--- src/rtl/z80_intack_master.sv ---
// z80_intack_master: CPU-side initiator of the Z80 mode-2 interrupt acknowledge
// and RETI (ED,4D) opcode-fetch sequences on the bridge's emulated Z80 bus.
// Optional feature macro: INTACK_VECT_CHECK_EN adds VECT_ERR, flagging odd vectors.
module z80_intack_master #(
    parameter int TDIV     = 1,   // clocks per T-state (1..15)
    parameter int ACK_WAIT = 2    // wait states in the ack cycle (1..3)
) (
    input  logic       CLK,
    input  logic       RESET,
    input  logic       INT_n,
    input  logic       ACK_EN,
    input  logic       RETI_REQ,
    input  logic [7:0] DI,
    output logic [7:0] DO,
    output logic       DO_EN,
    output logic       M1_n,
    output logic       IORQ_n,
    output logic       RD_n,
    output logic [7:0] VECTOR,
    output logic       VECT_VLD,
    output logic       RETI_DONE,
    output logic       BUSY
`ifdef INTACK_VECT_CHECK_EN
    ,
    output logic       VECT_ERR
`endif
);

    typedef enum logic [3:0] {
        S_IDLE,
        S_ACK_T1,
        S_ACK_T2,
        S_ACK_TW,
        S_ACK_T3,
        S_F_T1,
        S_F_T2,
        S_F_T3,
        S_F_T4
    } state_t;

    localparam logic [3:0] T_RELOAD = 4'(TDIV - 1);
    localparam logic [1:0] W_LAST   = 2'(ACK_WAIT - 1);

    state_t     state_q, state_d;
    logic [3:0] tcnt_q, tcnt_d;        // clocks left in the current T-state
    logic [1:0] wait_q, wait_d;        // index of the current ack wait state
    logic       fetch2_q, fetch2_d;    // 0 = fetching ED, 1 = fetching 4D
    logic       pend_q, pend_d;        // RETI request waiting for IDLE
    logic       int_s1_q, int_s2_q;    // INT_n synchroniser
    logic [7:0] vector_q, vector_d;
    logic       vect_vld_q, vect_vld_d;
    logic       reti_done_q, reti_done_d;
    logic       vect_err_q, vect_err_d;
    logic       t_end;

    assign t_end = (tcnt_q == 4'd0);

    // State, timing and capture registers; reset parks the bus with strobes released.
    always_ff @(posedge CLK) begin
        if (RESET) begin
            state_q     <= S_IDLE;
            tcnt_q      <= T_RELOAD;
            wait_q      <= 2'd0;
            fetch2_q    <= 1'b0;
            pend_q      <= 1'b0;
            int_s1_q    <= 1'b1;
            int_s2_q    <= 1'b1;
            vector_q    <= 8'h00;
            vect_vld_q  <= 1'b0;
            reti_done_q <= 1'b0;
            vect_err_q  <= 1'b0;
        end else begin
            state_q     <= state_d;
            tcnt_q      <= tcnt_d;
            wait_q      <= wait_d;
            fetch2_q    <= fetch2_d;
            pend_q      <= pend_d;
            int_s1_q    <= INT_n;
            int_s2_q    <= int_s1_q;
            vector_q    <= vector_d;
            vect_vld_q  <= vect_vld_d;
            reti_done_q <= reti_done_d;
            vect_err_q  <= vect_err_d;
        end
    end

    // Next-state logic: IDLE arbitration, T-state sequencing, vector capture and pulses.
    always_comb begin
        state_d     = state_q;
        wait_d      = wait_q;
        fetch2_d    = fetch2_q;
        pend_d      = pend_q;
        vector_d    = vector_q;
        vect_vld_d  = 1'b0;
        reti_done_d = 1'b0;
        vect_err_d  = vect_err_q;

        // A request arriving while one is already pending is simply absorbed.
        if (RETI_REQ) begin
            pend_d = 1'b1;
        end

        case (state_q)
            S_IDLE: begin
                if (pend_q) begin
                    state_d  = S_F_T1;
                    fetch2_d = 1'b0;
                    pend_d   = 1'b0;
                end else if (ACK_EN && !int_s2_q) begin
                    state_d = S_ACK_T1;
                end
            end
            S_ACK_T1: if (t_end) state_d = S_ACK_T2;
            S_ACK_T2: begin
                if (t_end) begin
                    state_d = S_ACK_TW;
                    wait_d  = 2'd0;
                end
            end
            S_ACK_TW: begin
                if (t_end) begin
                    if (wait_q == W_LAST) begin
                        state_d = S_ACK_T3;
                    end else begin
                        wait_d = wait_q + 2'd1;
                    end
                end
            end
            S_ACK_T3: begin
                if (t_end) begin
                    state_d    = S_IDLE;
                    vector_d   = DI;
                    vect_vld_d = 1'b1;
                    vect_err_d = DI[0];
                end
            end
            S_F_T1: if (t_end) state_d = S_F_T2;
            S_F_T2: if (t_end) state_d = S_F_T3;
            S_F_T3: if (t_end) state_d = S_F_T4;
            S_F_T4: begin
                if (t_end) begin
                    if (fetch2_q) begin
                        state_d     = S_IDLE;
                        reti_done_d = 1'b1;
                    end else begin
                        state_d  = S_F_T1;
                        fetch2_d = 1'b1;
                    end
                end
            end
            default: state_d = S_IDLE;
        endcase

        // Every T-state (including each repeated wait state) starts with a full count.
        if (state_q == S_IDLE || t_end) begin
            tcnt_d = T_RELOAD;
        end else begin
            tcnt_d = tcnt_q - 4'd1;
        end
    end

    // Bus strobes decoded from the registered state so they never glitch on DI or requests.
    always_comb begin
        M1_n   = 1'b1;
        IORQ_n = 1'b1;
        RD_n   = 1'b1;
        DO_EN  = 1'b0;
        unique case (state_q)
            S_ACK_T1, S_ACK_T2: M1_n = 1'b0;
            S_ACK_TW: begin
                M1_n   = 1'b0;
                IORQ_n = (wait_q == W_LAST) ? 1'b0 : 1'b1;
            end
            S_ACK_T3: begin
                M1_n   = 1'b0;
                IORQ_n = 1'b0;
            end
            S_F_T1, S_F_T2: begin
                M1_n  = 1'b0;
                RD_n  = 1'b0;
                DO_EN = 1'b1;
            end
            // Opcode held through T3 so the rising M1_n/RD_n edge sees stable data.
            S_F_T3: DO_EN = 1'b1;
            default: ;
        endcase
        DO = DO_EN ? (fetch2_q ? 8'h4D : 8'hED) : 8'h00;
    end

    assign BUSY      = (state_q != S_IDLE);
    assign VECTOR    = vector_q;
    assign VECT_VLD  = vect_vld_q;
    assign RETI_DONE = reti_done_q;

`ifdef INTACK_VECT_CHECK_EN
    assign VECT_ERR = vect_err_q;
`else
    logic unused_vect_err;
    assign unused_vect_err = vect_err_q;
`endif

endmodule
--- config.mk ---
export PLATFORM = sky130hd
export DESIGN_NAME = z80_intack_master
export DESIGN_NICKNAME = d
export VERILOG_FILES = /design/src/rtl/z80_intack_master.sv
export SDC_FILE = /design/constraint.sdc
export NUM_CORES = 1
export LEC_CHECK = 0
export CELL_PAD_IN_SITES_DETAIL_PLACEMENT = 0
export CELL_PAD_IN_SITES_GLOBAL_PLACEMENT = 2
export CORE_MARGIN = 5
export CORE_UTILIZATION = 27
export DETAILED_ROUTE_END_ITERATION = 8
export GPL_TIMING_DRIVEN = 0
export PLACE_DENSITY_LB_ADDON = 0.1
export SYNTH_ARGS = -nofsm -noshare
export SYNTH_HDL_FRONTEND = slang
export SYNTH_SLANG_ARGS = --single-unit
--- constraint.sdc ---
create_clock -name CLK -period 2.15 [get_ports CLK]
set_input_delay 0.43 -clock CLK [delete_from_list [all_inputs] [get_ports CLK]]
set_output_delay 0.43 -clock CLK [all_outputs]
set_load 0.1 [all_outputs]
# After elaboration in Yosys (flattened, before gate mapping)
# Index checks and enable logic that the tools add are counted.
word_totals:
  register_bits: 24
  output_inout_bits: 23
  wordCells: 86
op_classes:
  n_addsub: 2
  n_eq_ne: 21
  n_mux: 32
  n_bitwise: 3
  reduce_logical: 18
ops:
  columns: ["cell", "count"]
  rows:
  - ["4-bit 2-to-1 mux", 11]
  - ["4-bit one-hot mux with 9 select lines", 1]
  - ["2-bit inequality test (second input constant)", 11]
  - ["4-bit by 3-bit == test with 1-bit output (second input constant)", 4]
  - ["8-bit 2-to-1 mux", 2]
  - ["1-bit 2-to-1 mux", 11]
  - ["10-bit AND reduction", 1]
  - ["4-bit by 2-bit == test with 1-bit output (second input constant)", 2]
  - ["4-bit logical NOT", 2]
  - ["2-bit 2-to-1 mux", 3]
  - ["2-bit OR reduction", 3]
  - ["3-bit OR reduction", 2]
  - ["6-bit OR reduction", 1]
  - ["4-bit by 1-bit == test with 1-bit output (second input constant)", 1]
  - ["4-bit == test (second input constant)", 1]
  - ["1-bit one-hot mux with 2 select lines", 2]
  - ["2-bit one-hot mux with 2 select lines", 1]
  - ["4-bit AND reduction", 1]
  - ["2-bit nonzero test", 2]
  - ["4-bit nonzero test", 1]
  - ["4-bit by 1-bit subtractor with 4-bit output (second input constant)", 1]
  - ["3-bit 2-to-1 mux", 1]
  - ["3-bit inequality test (second input constant)", 1]
  - ["1-bit inverter", 3]
  - ["7 further kinds", 7]

# Depth between registers and ports, before layout
# Gate-level depths: netlist (run 1).
logic_depth:
  depth_word: 5
  depth_mapped: 7
  mapped_depth_nobuf: 6

# Least setup slack after synthesis (run 1)
# Ideal clock, no wire load.
synth_path:
  path_type: "flip-flop to output port"
  startpoint: "register state_q[2]"
  endpoint: "output DO[7]"
  arrival_time_ns: 3.417
  required_time_ns: 1.720
  setup_slack_ns: -1.697
  path_stages_with_launch: 5
  path_buffers: 2
  cell_sequence: "dfxtp_1 -> clkbuf_1 -> nand2b_1 -> nor3_1 -> buf_4"
synth_via:
  elab_chain_len: 4
  elab_cells_between_ends: 6
  cone_classes: "eq/ne (3); mux (2); reduce/logical (1)"
synth_lines:
  columns: ["item", "line", "rtl"]
  rows:
  - ["start, declared", "44", "state_t state_q, state_d;"]
  - ["start signal, assigned", "73", "state_q <= state_d;"]
  - ["4-bit by 3-bit == test with 1-bit output", "168", "unique case (state_q)"]
  - ["3-bit OR reduction (no line) (*)", null, null]
  - ["1-bit 2-to-1 mux (*)", "168", null]
  - ["8-bit 2-to-1 mux (*)", "187", "DO = DO_EN ? (fetch2_q ? 8'h4D : 8'hED) : 8'h00;"]
  - ["end, declared", "14", "output logic [7:0] DO,"]
# Mark *: on every way between the ends. The rest lies on a longest branch, timed or not.

# Final worst setup path (run 1)
layout_path:
  startpoint: "register state_q[1]"
  endpoint: "output IORQ_n"
layout_via:
  elab_chain_len: 2
  elab_cells_between_ends: 3
  cone_classes: "eq/ne (2); mux (1)"
layout_lines:
  columns: ["item", "line", "rtl"]
  rows:
  - ["4-bit by 3-bit == test with 1-bit output / 4-bit by 2-bit == test with 1-bit output (equally long branches)", "168", null]
  - ["1-bit one-hot mux with 2 select lines (*)", "168", null]
  - ["end, declared", "17", "output logic IORQ_n,"]
# Marked as above.

==> out/metrics.yaml, run 1 <==
critical_path_required_ps: 1720
netlist.area_leader.share_pct: 39.7
cts_tree: "done"
synth_top_area_cell: "dfxtp_1"
fmax_mhz: 485
ios: 36
wl_met2_um: 1300
synth_edf_count: 0
cts_buffer_depth: 2
async_flop_share_pct: 0
clk-insertion-delay-late_ps: 260
syn-instance-count: 133
timing.final.crit_share_pct: 95.9
synth-seq-cells: 24
fill_cells: 441
drive_above_1_share_pct: 25.1
arrival_ps: 1630
met3_length_um: 131
synth_warnings: 0
netlist_top_cells_count: "dfxtp_1 (24), nor2_1 (18), mux2i_1 (8)"
final_area_mm2: 0.00168
yosys.area_share.simple_pct: 25.2
clk_pin_slew_worst_paths_ps: 80
synth_top_family_by_area: "simple AND/OR/NAND/NOR gates"
track_usage_pct: 9.91
grt_max_degree: 14
leakagePower_nw: 0.750
grt_pass1_vias: 1065
multiInputGateArea_um2: 657
synth_cell_types: 41
overflow: 0
setup_ws_ps: 87.9
highest_layer: "met4"
ant_nets: 0
synth_xor_xnor_area_share_pct: 4.34
status: "complete, no violations"
cts_buffers: 3
die_h_um: 76.9
die_width_um: 76.9
rsz0062_at_grt: "false"
drv_cap: 0
start_util_pct: 27.8
rows: 24
worstMarginPinSlew_ps: 965
end_kind: "output pin"
synthMuxAreaShare_pct: 6.62
hold_viol_final: 0
cpPeakStageDelay_ps: 350
synth_area_leaders: "dfxtp_1 (40%), mux2i_1 (6.6%), nor2_1 (5.6%)"
hold_ws_ps: 418
path_class: "register to output pin"
synth_flop_cell: "dfxtp_1"
placed_area_mm2: 0.00166
syn_to_final_growth_pct: 38.7
cts_root_buffer: "clkbuf_8"
port_buffers: 33
num_antenna_cells: 0
seq_area_um2: 483
dr.pass1.iters: 4
seq_area_frac_synth_pct: 39.7
routabilityCongestion: 0.842
skew_ps: 6.06
slew_headroom_pct: 35.6
post_synth_fa_ha_maj_area_fraction_pct: 2.07
final_nets: 187
wl_um: 2670
dp.final_hpwl_um: 2110
place_inst: 219
timing.final.crit_period_ps: 2060
synth_area_per_cell_um2: 9.10
ctsResizeCount: 68
p_per_area_mw_per_mm2: 1580
path_cells: "buf_6 -> clkbuf_4 -> or3_1 -> a21o_1 -> buf_4"
synth_area_mm2: 0.00121
vias_per_cell: 4.53
cpMaxStageDelayCell: "or3_1"
wl_per_cell_um: 12.0
start_kind: "register"
dp_slack_ps: -653
drc_errors: 0
cts_max_level: 1
ctsHoldBuffers: 0
core_area_mm2: 0.00435
drt-met1-wl_um: 1220
slew_viol_final: 0
antenna_found_initial: 0
hold_class: "register to register"
fin_cells: 223
post_cts_buffers: 0
die-area_mm2: 0.00592
cts_sinks: 24
setup_viol: 0
yosysMostFrequentCell: "dfxtp_1"
synth-compound-area-share_pct: 12.6
drt_first_iter_violations: 36
crit_fanout: 10
via_count: 1010
vdd_drop_max_mv: 0.456
grt_pass1_wl_um: 4890
report_power, final:
group	internal [mW]	switching, mW
logic	0.511	1.22
clock network	0.163	0.135
registers	0.534	0.0762
total	1.21	1.43
layer usage:
metal / vias to the layer above / GRT usage [%]
met5: - / 0
met4: 0 / 3.67
met2: 17 / 16.8
met1: 460 / 11.8
li1: 531 / -
met3: 2 / 2.81
worst max-delay path, delay by kind of cell, from the launching register on:
family / cells / cell delay [ps]
AO/OA/AOI/OAI: 1 / 160
AND/OR/NAND/NOR: 1 / 350
flip-flops: 1 / 310
buffers and inverters: 3 / 540
cell type report:
class	count	share of cell area, %
timing repair buffer	33	16.7
clock buffer	4	3.28
sequential	24	28.8
inverter	5	1.12
buffer	15	7.08
multi-input combinational	90	39.1
tap	52	3.88
through the flow:
stage / power [mW] / setup TNS (ps) / util (%)
after floorplan: 2.08 / 0 / -
after global placement: 2.43 / -4350 / 38.2
after detailed placement: 2.43 / -4250 / 38.2
after CTS: 2.67 / 0 / 38.4
after global routing: 2.81 / 0 / 38.5
final: 2.64 / 0 / 38.5
kinds of logic after synthesis:
| logic type | count (synthesis) |
|---|---|
| AO/OA/AOI/OAI | 19 |
| XOR/XNOR | 6 |
| adder cells (fa/ha/maj) | 2 |
| buffers and inverters | 20 |
| flip-flops | 24 |
| multiplexers | 8 |
| other | 1 |
| AND/OR/NAND/NOR | 53 |
path summary, 6_finish.rpt:
kind	to	from	cells after the start	slack [ps]
max	IORQ_n	state_q[1]	5	90
max reg2reg	state_q[0]	tcnt_q[0]	6	300
min	int_s2_q	int_s1_q	1	420
min reg2reg	int_s2_q	int_s1_q	1	420
placed cells by master (no fill, tap or decap), types with 4 or more instances in the layout:
master,count
dfxtp_1,22
nor2_1,16
clkdlybuf4s50_1,12
buf_2,9
dlygate4sd2_1,9
mux2i_1,8
buf_4,8
nand2_1,7
clkbuf_8,5
or3_1,5
a21oi_1,5
inv_1,4
o21ai_0,4
xnor2_1,4
registers in the layout (all words and copies together) (netlist names):
signal	cells
int_s2_q	1
wait_q	2
VECT_VLD	1
fetch2_q	1
tcnt_q	4
VECTOR	8
RETI_DONE	1
int_s1_q	1
pend_q	1
state_q	4
Note: power is estimated with default switching activity, not from simulation.
==> run 2: changes to the inputs <==
- GPL_TIMING_DRIVEN: 0 -> unset
==> run 2 against run 1 <==
  * Critical path depth down 1
  * Largest cell class unchanged
  * Register-to-register slack better by 40 ps
  * Total power grew 6.4%
  * Combinational power grew 7%
  * Core utilization is 1.3 points higher
  * Fmax rose by 2.8%
  * Critical endpoint unchanged
  * Routed wire length rose by 1.3%
  * Hold slack worse by 3.8 ps
  * First-iteration DRC count is 64% higher
==> out/metrics.yaml, run 2 (synthesis gave the netlist of run 1 again) <==
status: "complete, no violations"
port_buffers: 33
clk_pin_slew_worst_paths_ps: 90
num_antenna_cells: 0
cts_buffers: 3
grt_pass1_vias: 979
hold_class: "register to register"
internal_power_mw: 1.35
final_common_cell: "dfxtp_1"
overflow: 0
path_class: "register to output pin"
grt_pass1_wl_um: 4620
drt_first_iter_violations: 59
cpMaxStageDelayCell: "dfxtp_2"
die_h_um: 76.9
cts_tree: "done"
placed_area_mm2: 0.00168
routabilityCongestion: 0.701
vdd_drop_max_mv: 0.461
timing.final.crit_period_ps: 2010
start_util_pct: 27.8
cts_buffer_depth: 2
crit_fanout: 12
track_usage_pct: 9.36
syn_to_final_growth_pct: 43.4
cts_sinks: 24
dr.pass1.iters: 4
start_kind: "register"
cts_root_buffer: "clkbuf_8"
p_seq_share_pct: 23.4
final_area_mm2: 0.00174
ant_nets: 0
power.switching_mw: 1.46
antenna_found_initial: 0
fmax_mhz: 498
hold_viol_final: 0
comb_power_share_pct: 65.8
dp.final_hpwl_um: 2150
slew_viol_final: 0
p_per_area_mw_per_mm2: 1620
final_cell_mix: "dfxtp_1 (21), nor2_1 (16), buf_4 (16), clkdlybuf4s50_1 (12), buf_12 (11)"
die-area_mm2: 0.00592
post_cts_buffers: 0
grt_max_degree: 14
path_cells: "inv_1 -> or3_1 -> a21o_1 -> buf_12"
critical_path_required_ps: 1720
largest_reg_flops: 8
leakagePower_nw: 0.717
setup_viol: 0
fin_setup_tns_ps: 0
switching_share_pct: 52.0
drive_above_1_share_pct: 29.0
ios: 36
drv_cap: 0
final_nets: 178
die_width_um: 76.9
drc_errors: 0
clkPwrFrac_pct: 10.8
fill_cells: 433
clk-insertion-delay-late_ps: 260
fin_util_pct: 39.9
cts_max_level: 1
arrival_ps: 1580
wl_per_cell_um: 12.6
timing.final.crit_share_pct: 93.3
vias_per_cell: 4.68
rsz0062_at_grt: "false"
core_area_mm2: 0.00435
cpPeakStageDelay_ps: 500
end_kind: "output pin"
via_count: 1001
skew_ps: 6.06
rows: 24
wl_um: 2710
-- run 2: cell count changes in the layout (fill, tap and decap cells not counted), moves of 2 or more --
cell	delta
buf_2	-9
clkbuf_1	-3
clkbuf_4	-2
buf_4	+8
dlygate4sd2_1	-9
buf_12	+10
-- run 2: area by class of cell --
| cell class | instances | area, µm² | share of cell area, % |
|---|---|---|---|
| Inverter | 5 | 18.8 | 1.08 |
| Timing Repair Buffer | 39 | 460 | 26.5 |
| Clock buffer | 4 | 55.1 | 3.17 |
| Sequential cell | 24 | 484 | 27.9 |
| Multi-Input combinational cell | 90 | 652 | 37.6 |
| Tap cell | 52 | 65.1 | 3.75 |
-- run 2: what timing repair did --
action | CTS | global route
hold buffers | 0 | 0
endpoints found under the setup margin | 0 | 2
resized for setup | 0 | 2
-- run 2: path summary, 6_finish.rpt --
kind / depth (start not counted) / start / end / slack [ps]
setup / recovery: 4 / state_q[2] / IORQ_n / 140
hold / removal: 1 / int_s1_q / int_s2_q / 410
setup reg to reg: 6 / tcnt_q[0] / state_q[0] / 340
hold reg to reg: 1 / int_s1_q / int_s2_q / 410
-- run 2: routing by layer --
layer  up-vias  GRT usage, %  wire [µm]
met3         2          2.22        122
met1       471          11.4       1250
met4         0          3.67         23
li1        513             -          -
met2        15          15.7       1310
met5         -             0          0
-- run 2: metrics by stage --
stage	total power, mW	hold slack (ps)	instances	setup WS, ps
after floorplan	2.08	389	134	6.10
after global placement	2.53	394	210	227
after detailed placement	2.53	396	210	221
after CTS	2.84	418	214	59.3
after global routing	2.96	437	214	55.0
final	2.81	414	214	143
-- run 2: worst max-delay path: cells and delay by family (launching register included) --
kind | cells | cell delay (ps)
AND/OR/NAND/NOR | 1 | 320
flip-flops | 1 | 500
AO/OA/AOI/OAI | 1 | 190
buffers and inverters | 2 | 300
-- run 2: power by group through the flow --
stage	Sequential [mW]	Combinational [mW]	Clock (mW)
final	0.658	1.85	0.303
after floorplan	0.875	1.20	0
after detailed placement	0.663	1.87	0
after global routing	0.676	1.95	0.338
after CTS	0.654	1.87	0.319
after global placement	0.666	1.86	0
